$ cat config.mk
export PLATFORM = sky130hd
export DESIGN_NAME = eth_tx_arbiter
export DESIGN_NICKNAME = d
export VERILOG_FILES = /design/src/rtl/eth_pkg.sv /design/src/rtl/eth_tx_arbiter_rr_select.sv /design/src/rtl/eth_tx_arbiter.sv
export SDC_FILE = /design/constraint.sdc
export NUM_CORES = 1
export LEC_CHECK = 0
export CAP_MARGIN = 20
export CORE_MARGIN = 1
export CORE_UTILIZATION = 40
export CTS_CLUSTER_SIZE = 28
export DETAILED_ROUTE_END_ITERATION = 16
export PLACE_DENSITY = 0.83
export SYNTH_ARGS = -nofsm -noshare
export SYNTH_HDL_FRONTEND = slang
export SYNTH_SLANG_ARGS = --single-unit
$ cat constraint.sdc
create_clock -name clk -period 1.75 [get_ports clk]
set_input_delay 0.4375 -clock clk [delete_from_list [all_inputs] [get_ports clk]]
set_output_delay 0.4375 -clock clk [all_outputs]
set_load 0.1 [all_outputs]
$ cat src/rtl/eth_pkg.sv
// Shared Ethernet datapath types and constants.
// Holds the TX arbiter state encoding, the abort pad byte and the watchdog counter sizing.
package eth_pkg;

  typedef enum logic [1:0] {
    IDLE   = 2'd0,
    ACTIVE = 2'd1,
    ABORT  = 2'd2,
    DRAIN  = 2'd3
  } arb_state_t;

  localparam logic [7:0] ETH_PAD = 8'h00;

  // A disabled watchdog (timeout 0) still gets a 1-bit counter so no zero-width vector appears.
  function automatic int ctr_width(input int timeout);
    return (timeout > 0) ? $clog2(timeout + 1) : 1;
  endfunction

endpackage

$ cat src/rtl/eth_tx_arbiter_rr_select.sv
// Combinational round-robin pick: the first set request bit at or above base, wrapping modulo NUM_SRC.
// The module has no state, so it can be reused by the RX-side demux.
module rr_select #(
  parameter int NUM_SRC = 2,
  parameter int IDX_W   = $clog2(NUM_SRC)
) (
  input  logic [NUM_SRC-1:0] req,
  input  logic [IDX_W-1:0]   base,
  output logic               found,
  output logic [IDX_W-1:0]   idx
);

  function automatic logic [IDX_W-1:0] wrap_add(input logic [IDX_W-1:0] b, input int off);
    int sum;
    sum = int'(b) + off;
    return IDX_W'((sum >= NUM_SRC) ? sum - NUM_SRC : sum);
  endfunction

  // The scan runs from the farthest offset down to the nearest, so the request closest to base wins.
  always_comb begin
    found = 1'b0;
    idx   = base;
    for (int i = NUM_SRC - 1; i >= 0; i--) begin
      found = found | req[wrap_add(base, i)];
      idx   = req[wrap_add(base, i)] ? wrap_add(base, i) : idx;
    end
  end

endmodule

$ cat src/rtl/eth_tx_arbiter.sv
// Packet-granular round-robin arbiter feeding the TX MAC from NUM_SRC AXI-Stream sources.
// A stall watchdog ends a stalled frame with an errored pad beat and then discards the rest of that frame.
module eth_tx_arbiter
  import eth_pkg::*;
#(
  parameter int DATA_WIDTH = 8,
  parameter int NUM_SRC    = 2,
  parameter int TIMEOUT    = 16,
  parameter int IDX_W      = $clog2(NUM_SRC)
) (
  input  logic                          clk,
  input  logic                          reset_n,
  input  logic [NUM_SRC*DATA_WIDTH-1:0] s_axis_tdata,
  input  logic [NUM_SRC-1:0]            s_axis_tvalid,
  input  logic [NUM_SRC-1:0]            s_axis_tlast,
  input  logic [NUM_SRC-1:0]            s_axis_tuser,
  output logic [NUM_SRC-1:0]            s_axis_tready,
  output logic [DATA_WIDTH-1:0]         m_axis_tdata,
  output logic                          m_axis_tvalid,
  output logic                          m_axis_tlast,
  output logic                          m_axis_tuser,
  input  logic                          m_axis_tready,
  output logic                          grant_valid,
  output logic [IDX_W-1:0]              grant_idx,
  output logic                          abort_event
);

  localparam int               CTR_W       = ctr_width(TIMEOUT);
  localparam logic [CTR_W-1:0] STALL_LIMIT = CTR_W'((TIMEOUT > 0) ? TIMEOUT - 1 : 0);
  localparam logic [CTR_W-1:0] CTR_MAX     = {CTR_W{1'b1}};

  arb_state_t              state_r;
  arb_state_t              state_next_s;
  logic [IDX_W-1:0]        grant_idx_r;
  logic [IDX_W-1:0]        rr_ptr_r;
  logic [IDX_W-1:0]        sel_idx_s;
  logic [IDX_W-1:0]        ptr_next_s;
  logic                    sel_found_s;
  logic                    grant_valid_r;
  logic                    abort_event_r;
  logic                    frame_end_s;
  logic [CTR_W-1:0]        stall_ctr_r;
  logic [DATA_WIDTH-1:0]   src_data_s;
  logic                    src_valid_s;
  logic                    src_last_s;
  logic                    src_user_s;

  rr_select #(
    .NUM_SRC (NUM_SRC),
    .IDX_W   (IDX_W)
  ) u_rr_select (
    .req   (s_axis_tvalid),
    .base  (rr_ptr_r),
    .found (sel_found_s),
    .idx   (sel_idx_s)
  );

  assign src_data_s  = s_axis_tdata[grant_idx_r*DATA_WIDTH +: DATA_WIDTH];
  assign src_valid_s = s_axis_tvalid[grant_idx_r];
  assign src_last_s  = s_axis_tlast[grant_idx_r];
  assign src_user_s  = s_axis_tuser[grant_idx_r];
  assign ptr_next_s  = (grant_idx_r == IDX_W'(NUM_SRC - 1)) ? IDX_W'(0) : grant_idx_r + IDX_W'(1);

  assign grant_valid = grant_valid_r;
  assign grant_idx   = grant_idx_r;
  assign abort_event = abort_event_r;

  // Next-state decode and output muxing for the grant/abort/drain sequence.
  always_comb begin
    state_next_s  = state_r;
    frame_end_s   = 1'b0;
    s_axis_tready = {NUM_SRC{1'b0}};
    m_axis_tdata  = {DATA_WIDTH{1'b0}};
    m_axis_tvalid = 1'b0;
    m_axis_tlast  = 1'b0;
    m_axis_tuser  = 1'b0;
    case (state_r)
      IDLE: begin
        state_next_s = sel_found_s ? ACTIVE : IDLE;
      end
      ACTIVE: begin
        m_axis_tdata               = src_data_s;
        m_axis_tvalid              = src_valid_s;
        m_axis_tlast               = src_last_s;
        m_axis_tuser               = src_user_s;
        s_axis_tready[grant_idx_r] = m_axis_tready;
        if (src_valid_s && m_axis_tready && src_last_s) begin
          frame_end_s  = 1'b1;
          state_next_s = IDLE;
        end else if ((TIMEOUT > 0) && !src_valid_s && (stall_ctr_r == STALL_LIMIT)) begin
          state_next_s = ABORT;
        end else begin
          state_next_s = ACTIVE;
        end
      end
      ABORT: begin
        m_axis_tdata  = DATA_WIDTH'(ETH_PAD);
        m_axis_tvalid = 1'b1;
        m_axis_tlast  = 1'b1;
        m_axis_tuser  = 1'b1;
        state_next_s  = m_axis_tready ? DRAIN : ABORT;
      end
      DRAIN: begin
        s_axis_tready[grant_idx_r] = 1'b1;
        if (src_valid_s && src_last_s) begin
          frame_end_s  = 1'b1;
          state_next_s = IDLE;
        end else begin
          state_next_s = DRAIN;
        end
      end
      default: begin
        state_next_s = IDLE;
      end
    endcase
  end

  // State, grant and round-robin pointer registers.
  always_ff @(posedge clk) begin
    if (!reset_n) begin
      state_r       <= IDLE;
      grant_idx_r   <= IDX_W'(0);
      rr_ptr_r      <= IDX_W'(0);
      grant_valid_r <= 1'b0;
      abort_event_r <= 1'b0;
    end else begin
      state_r       <= state_next_s;
      grant_valid_r <= (state_next_s != IDLE);
      abort_event_r <= (state_r == ABORT) && m_axis_tready;
      if ((state_r == IDLE) && sel_found_s) begin
        grant_idx_r <= sel_idx_s;
      end
      if (frame_end_s) begin
        rr_ptr_r <= ptr_next_s;
      end
    end
  end

  // Watchdog: counts only source starvation; MAC backpressure holds the count.
  always_ff @(posedge clk) begin
    if (!reset_n) begin
      stall_ctr_r <= {CTR_W{1'b0}};
    end else if ((state_r != ACTIVE) || (src_valid_s && m_axis_tready)) begin
      stall_ctr_r <= {CTR_W{1'b0}};
    end else if (!src_valid_s && (stall_ctr_r != CTR_MAX)) begin
      stall_ctr_r <= stall_ctr_r + CTR_W'(1);
    end
  end

endmodule

==> flow_summary.toml, run 1 <==
[logic_synthesis]
syn_inst = 99
avgSynthCellArea_um2 = 8.708
synth_top_area_frac = 0.2554
yosys.area.top_type = "dfxtp_1"
ys_warn_count = 0
synth.net_count = 132
synth_area_um2 = 862.1
synth_edf_count = 0
ys_ff_latch = 11
synth_seq_area_share = 0.2554
synth.area.top_cells = "dfxtp_1 26%, ha_1 12%, mux2i_1 10%, nor2b_1 8.7%, xnor2_1 3.0%"
synth_async_sr_flop_share = 0
yosysUniqueCellTypes = 34
ys.flop_type = "dfxtp_1"

[run_status]
status = "did not finish"
lastStage = "4_1_cts"
firstError = "[ERROR DPL-0033] detailed placement checks failed during check placement."

[cts]
clockBufferDepth = 2
htreeDepth = 1
cts-root-buf = "clkbuf_4"
cts-buffers-inserted = 3
cts_resized = 46
cts_sinks = 11
cts-hold-fix-buffers = 0
postCtsSetupBuffers = 11

[floorplanning]
num_io_pins = 41
die_h_um = 48.43
rows = 16
start_util = 0.4306
die-width_um = 48.43

[place]
gp_congestion = 0.8270
numPortBuffers = 40
dp_hpwl_um = 2336
placed_cells = 174
==> cell usage after synthesis (all sizes together) (2+ instances only) <==
cell type and count:
clkbuf 2, a21oi 5, buf 2, nand2 4, inv 6, mux2 3
ha 8, nor2b 12, a211oi 2, a21o 3, nand3 4, a31oi 3
nor2 7, dfxtp 11, mux2i 9, and3 2, xnor2 3
==> cell families after synthesis <==
logic type | count (synthesis) | synth area share
adders and majority gates | 8 | 0.1161
muxes | 12 | 0.1480
and+or+nand+nor | 35 | 0.2380
xor gates and xnor gates | 3 | 0.03048
DFF | 11 | 0.2554
AOI/OAI and AO/OA | 20 | 0.1567
buffers and inverters | 10 | 0.05513
==> per-stage QoR <==
step	hold WS (ps)	util	worst slack [ps]	area (µm²)
floorplan	470.5	-	-182.9	988.4
detailed placement	499.3	0.8150	-410.4	1632
global placement	482.5	0.8150	-305.0	1632
==> run 2, diff against run 1 <==
--- a/config.mk
+++ b/config.mk
@@ -6,11 +6,10 @@
 export NUM_CORES = 1
 export LEC_CHECK = 0
 export CAP_MARGIN = 20
-export CORE_MARGIN = 1
-export CORE_UTILIZATION = 40
-export CTS_CLUSTER_SIZE = 28
+export CORE_AREA = 2 2 63 65
 export DETAILED_ROUTE_END_ITERATION = 16
-export PLACE_DENSITY = 0.83
+export DIE_AREA = 0 0 65 67
+export PLACE_DENSITY_LB_ADDON = 0.15
 export SYNTH_ARGS = -nofsm -noshare
 export SYNTH_HDL_FRONTEND = slang
 export SYNTH_SLANG_ARGS = --single-unit
==> run 2 against run 1 <==
Against the previous run:
- the flow now finishes, with violations (setup timing)
- synthesized area unchanged
- synthesized cell count unchanged
==> flow_summary.toml, run 2 <==
[logic_synthesis]
synthMostInstantiatedCell = "nor2b_1"
yosys.area.top_type = "dfxtp_1"
synth_top_area_frac = 0.2554
syn_inst = 99
synth_async_sr_flop_share = 0
synth_area_um2 = 862.1
synth_seq_area_share = 0.2554
ys_warn_count = 0
ys_ff_latch = 11
ys.flop_type = "dfxtp_1"
synth.area.top_cells = "dfxtp_1 26%, ha_1 12%, mux2i_1 10%, nor2b_1 8.7%, xnor2_1 3.0%"
synth_edf_count = 0
yosysUniqueCellTypes = 34
synth.net_count = 132
avgSynthCellArea_um2 = 8.708
yosys-top-cells-count = "12 x nor2b_1, 11 x dfxtp_1, 9 x mux2i_1"

[cts]
htreeDepth = 1
cts_tree = "yes"
cts-root-buf = "clkbuf_8"
clk_latency_ps = 230
cts_sinks = 11
cts-buffers-inserted = 3
clk_pin_slew_ps = 50
clockBufferDepth = 2

[cells_and_area]
fin_util = 0.5423
drive_gt1_frac = 0.4843
syn_to_final_growth_pct = 126.9
reg_top3 = "stall_ctr_r: 5 flops, state_r: 2 flops"
multiInputGateArea_um2 = 865.8
largest_register_ffs = 5
finalNetCount = 193
regArea_um2 = 229.0
max_flop_register = "stall_ctr_r"
diodes = 0
n_fill_cell = 311
layout_common_cells = "18 x dlygate4sd2_1, 18 x buf_12, 17 x buf_4"

[timing]
relSlewSlack = 0.7918
timing.fmax_mhz = 558.3
setup_viol = 7
drv_slew = 0
setup_ws_ps = -41.23
hold_viol_final = 0
fin_hold_ws_ps = 512.6
final.min_clock_period_ps = 1791
skew_ps = 3.074
worst_slew_pin_slew_ps = 308.4
setup_tns_ps = -192.9
rsz0062_at_grt = "yes"
timing.final.crit_share = 1.024

[place]
numPortBuffers = 40
dp_hpwl_um = 1920
gp_congestion = 0.7637

[route]
wl_um = 2447
drt-initial-drc-count = 16
detail-route-antenna-nets = 0
wl_per_cell_um = 11.82
drc_errors = 0
avgViaCountPerCell = 4.415
dr_total_vias = 914
drt_pass1_iterations = 4

[run_status]
status = "finished with violations"
violations = "setup timing"

[grt]
grt_pass1_vias = 918
antenna_found_initial = 0
grt_overflow = 0
grt_max_degree = 11
grt_first_pass_wirelength_um = 3953
grt_usage = 0.1179

[critical_path]
critPathKind = "register to primary output"
crit_slowest_cell = "dfxtp_4"
critPathTopFamily = "flip-flops"
path_cells = "inv_4, ha_4, a21o_1, nor2b_4, buf_12"
start_kind = "register"
required_ps = 1310
cp-end-kind = "primary output"
cp.arrival_ps = 1350
critPathMaxStageDelay_ps = 350
critPathBufInv = 2
crit_path_max_fanout = 5

[pwr]
ir_drop_mv = 0.4197
p_leak_nw = 0.8028
power.total_mw = 1.497
pwr_density_cell_nw_per_um2 = 765.4

[floorplanning]
rows = 22
num_io_pins = 41
die_h_um = 67
dieArea_um2 = 4355
start_util = 0.2391
die-width_um = 65
core_um2 = 3606

[worst_hold_path]
hold_path_class = "register to register"

[run]
drv_cap = 0
==> run 2: cell counts after synthesis <==
No cell type changed its count.
==> run 2: cell type report <==
type	instances	share of cell area
Sequential cell	11	0.1171
Inverter	6	0.01280
Clock buffer	4	0.02303
Multi-Input combinational cell	78	0.4427
Timing Repair Buffer	60	0.3736
Tap cell	48	0.03071
==> run 2: power breakdown <==
part / switching, mW / total (mW) / internal [mW]
clock network: 0.0882 / 0.248 / 0.159
registers: 0.0220 / 0.291 / 0.269
logic: 0.519 / 0.958 / 0.439
==> run 2: worst register-to-register path, stage by stage, from the launching register on <==
cell and delay [ps]:
dfxtp_1 330, ha_1 210, and3_1 200, ha_1 210, a221o_1 320, o22ai_1 150, or2_1 120
==> run 2: per-stage QoR <==
stage                     std cells  instance area [µm²]  setup slack, ps
final                           207                 1956           -41.23
after global routing            207                 1956           -79.99
after CTS                       203                 1899           -46.36
after detailed placement        196                 1678           -306.3
after global placement          196                 1678           -308.4
after floorplan                  99                988.4           -182.9
==> run 2: kinds of logic (layout without fill, tap and decap cells) <==
group                      after synthesis  count (layout)  share of synthesized area
buffers and inverters                   10              70                    0.05513
DFF                                     11              11                     0.2554
adders and majority gates                8               8                     0.1161
muxes                                   12              12                     0.1480
xor gates and xnor gates                 3               3                    0.03048
and+or+nand+nor                         35              35                     0.2380
AOI/OAI and AO/OA                       20              20                     0.1567
==> run 2: worst paths after layout <==
path	depth (start not counted)	endpoint	slack, ps	start
max	5	s_axis_tready[0]	-40	state_r[1]
min	2	stall_ctr_r[3]	510	stall_ctr_r[3]
max reg2reg	6	grant_valid	160	stall_ctr_r[0]
min reg2reg	2	stall_ctr_r[3]	510	stall_ctr_r[3]
==> run 2: repair_timing <==
item | 4_1_cts | 5_1_grt
pin swaps | 5 | 1
buffers inserted | 3 | 3
cloned | 0 | 1
setup endpoints to repair | 13 | 13
hold buffers | 0 | 0
endpoints found under the hold margin | 0 | 0
resized for setup | 55 | 2
==> run 2: per-layer routing <==
metal	vias up	global-route usage	wire length (µm)	share of wire
li1	470	-	-	-
met1	414	0.1211	954	0.39
met2	30	0.2216	1295	0.53
met3	0	0.04054	197	0.081
met4	0	0.03989	0	0
met5	-	0	0	0
Note: power is estimated with default switching activity, not from simulation.
==> run 3, diff against run 2 <==
--- a/config.mk
+++ b/config.mk
@@ -7,6 +7,7 @@
 export LEC_CHECK = 0
 export CAP_MARGIN = 20
 export CORE_AREA = 2 2 63 65
+export CTS_BUF_LIST = sky130_fd_sc_hd__clkbuf_8
 export DETAILED_ROUTE_END_ITERATION = 16
 export DIE_AREA = 0 0 65 67
 export PLACE_DENSITY_LB_ADDON = 0.15
==> constraint.sdc (replaced) <==
create_clock -name clk -period 2.2 [get_ports clk]
set_input_delay 0.55 -clock clk [delete_from_list [all_inputs] [get_ports clk]]
set_output_delay 0.55 -clock clk [all_outputs]
set_load 0.1 [all_outputs]
==> run 3 against run 2 <==
Against the previous run:
- the flow now finishes without violations
- clock skew rose by 1.0 ps
- power down 28%
- via count down 3.0%
- sequential share of layout area grew 1.5 points
- routed wire length down 1.6%
- count of clock-buffer cells in the layout shrank 1
- design area fell by 13%
- non-clock buffer count shrank 11
- sequential power is 21% lower
- critical path type is now input pin to primary output
- largest cell class unchanged
- largest power group unchanged
- highest routed layer unchanged
==> flow_summary.toml, run 3 (synthesis gave the netlist of run 2 again) <==
[run_status]
status = "finished, final reports clean"

[floorplanning]
core_um2 = 3606
start_util = 0.2391
rows = 22
dieArea_um2 = 4355
die-width_um = 65
die_h_um = 67
num_io_pins = 41

[cts]
clk_latency_ps = 230
cts-root-buf = "clkbuf_8"
cts-buffers-inserted = 3
cts_sinks = 11
cts-hold-fix-buffers = 0
cts_tree = "yes"
postCtsSetupBuffers = 0
htreeDepth = 1
clockBufferDepth = 2
clk_pin_slew_ps = 50

[pwr]
pwr-share-comb = 0.612
p_leak_nw = 0.7165
sw_frac_of_total = 0.4294
power_switching_uw = 464.7
seq_power_share = 0.212
p_int_uw = 617.6
ir_drop_mv = 0.2406
pwr_density_cell_nw_per_um2 = 636.0
clockPowerShare = 0.175

[route]
detail-route-antenna-nets = 0
met1_length_um = 949
wl_met2_um = 1267
top_layer = "met3"
wl_per_cell_um = 12.28
dr_total_vias = 887
drc_errors = 0
wl_um = 2407
drt_pass1_iterations = 4
drt-initial-drc-count = 33
avgViaCountPerCell = 4.526
met3WireLength_um = 190

[critical_path]
start_kind = "input pin"
crit_path_max_fanout = 2
cp-end-kind = "primary output"
critPathMaxStageDelay_ps = 410
critPathKind = "input pin to primary output"
required_ps = 1650
crit_slowest_cell = "clkdlybuf4s50_1"
cp.arrival_ps = 1620
path_cells = "clkdlybuf4s50_1, mux2_4, a21oi_4, nor2b_4, buf_12"

[cells_and_area]
layout_common_cells = "21 x clkdlybuf4s50_1, 14 x buf_12, 12 x nor2b_4"
max_flop_register = "stall_ctr_r"
diodes = 0
final_common_cell = "clkdlybuf4s50_1"
finalNetCount = 182
syn_to_final_growth_pct = 97.39
final_area_um2 = 1702
reg_top3 = "stall_ctr_r: 5 flops, state_r: 2 flops"
drive_gt1_frac = 0.3514
largest_register_ffs = 5

[run]
drv_cap = 0

[grt]
grt_overflow = 0
grt_first_pass_wirelength_um = 4181
grt_usage = 0.1234
antenna_found_initial = 0
grt_max_degree = 13
grt_pass1_vias = 965

[timing]
fin_hold_ws_ps = 489.4
worst_slew_pin_slew_ps = 427.7
timing.final.crit_share = 0.9885
setup_viol = 0
final.min_clock_period_ps = 2175
hold_viol_final = 0
relSlewSlack = 0.7149
timing.fmax_mhz = 459.8
drv_slew = 0
skew_ps = 4.073

[worst_hold_path]
hold_path_class = "register to register"

[place]
dp_hpwl_um = 2000
place_area_um2 = 1590
numPortBuffers = 40
gp_congestion = 0.7540
==> run 3: changes by cell type in the layout (fill, tap and decap cells not counted), moves of 3 or more <==
cell,delta
buf_4,-6
buf_12,-4
mux2i_1,+8
dlymetal6s2s_1,+3
mux2i_4,-8
inv_1,+3
dlygate4sd2_1,-18
clkdlybuf4s50_1,+17
==> run 3: cell type report <==
type,instances,area (µm²)
clock buffers,3,41.29
clock inverters,1,3.754
fillers,349,1904
inverters,6,22.52
multi-input cells,78,739.5
flip-flops and latches,11,224.0
well taps,48,60.06
repair buffers,49,610.6
==> run 3: worst max-delay path, delay by kind of cell <==
| family | cells | cell delay, ps |
|---|---|---|
| buffers and inverters | 2 | 570 |
| muxes | 1 | 300 |
| AOI/OAI and AO/OA | 1 | 140 |
| and+or+nand+nor | 1 | 60 |
==> run 3: path summary, 6_finish.rpt <==
kind,cells after the start,end,slack [ps],start
worst min register to register,2,stall_ctr_r[1],490,stall_ctr_r[1]
worst min-delay path,2,stall_ctr_r[1],490,stall_ctr_r[1]
worst max-delay path,5,m_axis_tlast,30,s_axis_tlast[0]
worst max register to register,6,grant_valid,530,state_r[0]
==> run 3: metrics by stage <==
| step | setup slack, ps | power, mW | cells | TNS [ps] | utilization |
|---|---|---|---|---|---|
| final | 25.21 | 1.082 | 196 | 0 | 0.4719 |
| after global routing | -0.5774 | 1.133 | 196 | -0.5774 | 0.4719 |
| after global placement | -83.36 | 0.8694 | 192 | -163.8 | 0.4410 |
| after detailed placement | -95.09 | 0.8741 | 192 | -240.9 | 0.4410 |
| after CTS | -10.01 | 1.085 | 196 | -10.01 | 0.4625 |
| after floorplan | 24.07 | 0.6474 | 99 | 0 | - |
==> run 3: power groups by stage <==
stage	sequential, mW	combinational (mW)	clock (mW)
after detailed placement	0.231	0.643	0
after CTS	0.228	0.659	0.198
final	0.230	0.663	0.190
after floorplan	0.265	0.383	0
after global routing	0.231	0.692	0.210
after global placement	0.231	0.639	0
==> run 3: layer usage <==
layer | track usage | up-vias
li1 | - | 449
met3 | 0.03378 | 0
met1 | 0.1397 | 403
met2 | 0.2216 | 35
met5 | 0 | -
met4 | 0.04255 | 0
==> run 3: what timing repair did <==
item                       4_1_cts  5_1_grt
setup endpoints to repair        4        5
gates resized for setup          7        7
pin swaps                        1        2
==> run 4, diff against run 3 <==
--- a/config.mk
+++ b/config.mk
@@ -10,6 +10,7 @@
 export CTS_BUF_LIST = sky130_fd_sc_hd__clkbuf_8
 export DETAILED_ROUTE_END_ITERATION = 16
 export DIE_AREA = 0 0 65 67
+export GPL_TIMING_DRIVEN = 0
 export PLACE_DENSITY_LB_ADDON = 0.15
 export SYNTH_ARGS = -nofsm -noshare
 export SYNTH_HDL_FRONTEND = slang
==> run 4 against run 3 <==
Against the previous run:
- hold slack gained 22 ps
- combinational power shrank 8.0%
- count of clock-buffer cells in the layout is the same
- power shrank 4.9%
- clock power grew 3%
- critical path type unchanged
- critical path depth is the same
- register-to-register slack gained 80 ps
- sequential share of layout area grew 0.99 points
- largest cell class unchanged
- via count shrank 0.34%
- clock skew grew 0.54 ps
- utilization shrank 3.3 points
==> flow_summary.toml, run 4 (synthesis gave the netlist of run 2 again) <==
[cts]
cts-root-buf = "clkbuf_8"
cts-buffers-inserted = 3
cts_tree = "yes"
cts_sinks = 11
clk_pin_slew_ps = 50
clockBufferDepth = 2
clk_latency_ps = 240
htreeDepth = 1
cts-hold-fix-buffers = 0

[timing]
timing.final.crit_share = 0.9694
hold_viol_final = 0
skew_ps = 4.609
worst_slew_pin_slew_ps = 965.8
rsz0062_at_grt = "no"
setup_tns_ps = 0
fin_hold_ws_ps = 511.1
timing.fmax_mhz = 468.9
relSlewSlack = 0.3587
drv_slew = 0
setup_viol = 0
final.min_clock_period_ps = 2133

[critical_path]
cp.arrival_ps = 1580
critPathBufInv = 2
crit_slowest_cell = "dlygate4sd2_1"
start_kind = "input pin"
cp-end-kind = "primary output"
critPathTopFamily = "buffers and inverters"
required_ps = 1650
crit_path_max_fanout = 7
path_cells = "dlygate4sd2_1, mux2_4, a21oi_4, nor2b_4, buf_6"
critPathKind = "input pin to primary output"
critPathMaxStageDelay_ps = 310

[grt]
grt_usage = 0.1270
grt_first_pass_wirelength_um = 4222
grt_overflow = 0
grt_pass1_vias = 978
grt_max_degree = 11
antenna_found_initial = 0

[cells_and_area]
max_flop_register = "stall_ctr_r"
final_common_cell = "clkdlybuf4s50_1"
layout_common_cells = "17 x clkdlybuf4s50_1, 11 x nor2b_4, 10 x dfxtp_1"
final_area_um2 = 1583
diodes = 0
syn_to_final_growth_pct = 83.60
finalNetCount = 179
largest_register_ffs = 5
drive_gt1_frac = 0.3379
reg_top3 = "stall_ctr_r: 5 flops, state_r: 2 flops"

[place]
gp_congestion = 0.7109
numPortBuffers = 39
dp_hpwl_um = 1909
place_area_um2 = 1403

[floorplanning]
rows = 22
num_io_pins = 41
die-width_um = 65
dieArea_um2 = 4355
core_um2 = 3606
die_h_um = 67
start_util = 0.2391

[run_status]
status = "finished, final reports clean"

[run]
drv_cap = 0

[route]
drc_errors = 0
avgViaCountPerCell = 4.580
detail-route-antenna-nets = 0
drt-initial-drc-count = 49
drt_pass1_iterations = 4
wl_um = 2478
wl_per_cell_um = 12.84
dr_total_vias = 884

[pwr]
p_leak_nw = 0.6857
ir_drop_mv = 0.2331
pwr_density_cell_nw_per_um2 = 650.6

[worst_hold_path]
hold_path_class = "register to register"
[run 4: cell types whose count changed in the layout (fill, tap and decap cells not counted), moves of 4 or more]
cell	previous run	this run
buf_12	14	4
clkdlybuf4s50_1	21	17
buf_4	11	6
dlygate4sd2_1	0	6
buf_6	0	7
[run 4: power breakdown]
| part | internal, mW | switching (mW) |
|---|---|---|
| sequential | 0.214 | 0.0108 |
| combinational | 0.230 | 0.380 |
| clock | 0.122 | 0.0728 |
| total | 0.566 | 0.464 |
[run 4: worst paths after layout]
path / from / to / slack (ps) / depth (start not counted)
worst max register to register: stall_ctr_r[0] / grant_valid / 610 / 6
worst min register to register: stall_ctr_r[1] / stall_ctr_r[1] / 510 / 2
worst min-delay path: stall_ctr_r[1] / stall_ctr_r[1] / 510 / 2
worst max-delay path: s_axis_tvalid[1] / m_axis_tvalid / 70 / 5
[run 4: cell type report]
type,instances,area [µm²]
fillers,376,2023
multi-input cells,78,740.7
repair buffers,42,452.9
flip-flops and latches,11,224.0
well taps,48,60.06
clock buffers,3,41.29
plain buffers,4,37.54
inverters,6,22.52
clock inverters,1,3.754
[run 4: tightest hold or removal path, cell delays in order, from the launching register on]
cell and delay, ps:
dfxtp_1 320, o21ai_0 70, a21oi_1 70
[run 4: layer usage]
layer | up-vias | wire length (µm) | global-route usage
li1 | 443 | - | -
met1 | 407 | 1009 | 0.1194
met2 | 30 | 1291 | 0.2474
met3 | 4 | 142 | 0.03041
met4 | 0 | 35 | 0.07447
met5 | - | 0 | 0
[run 4: metrics by stage]
step,power [mW],instances,utilization,setup slack [ps]
global route,1.079,193,0.4389,5.112
floorplan,0.6474,99,-,24.07
CTS,1.017,192,0.4209,3.970
detailed placement,0.7824,186,0.3890,-1136
global placement,0.7775,186,0.3890,-1134
finish,1.030,193,0.4389,67.31
[run 4: timing repair]
item                       CTS  global route
setup endpoints to repair   16             8
buffers inserted             2             1
gates cloned                 0             0
resized for setup          108            13
pin swaps                    3             1
hold endpoints to repair     0             0
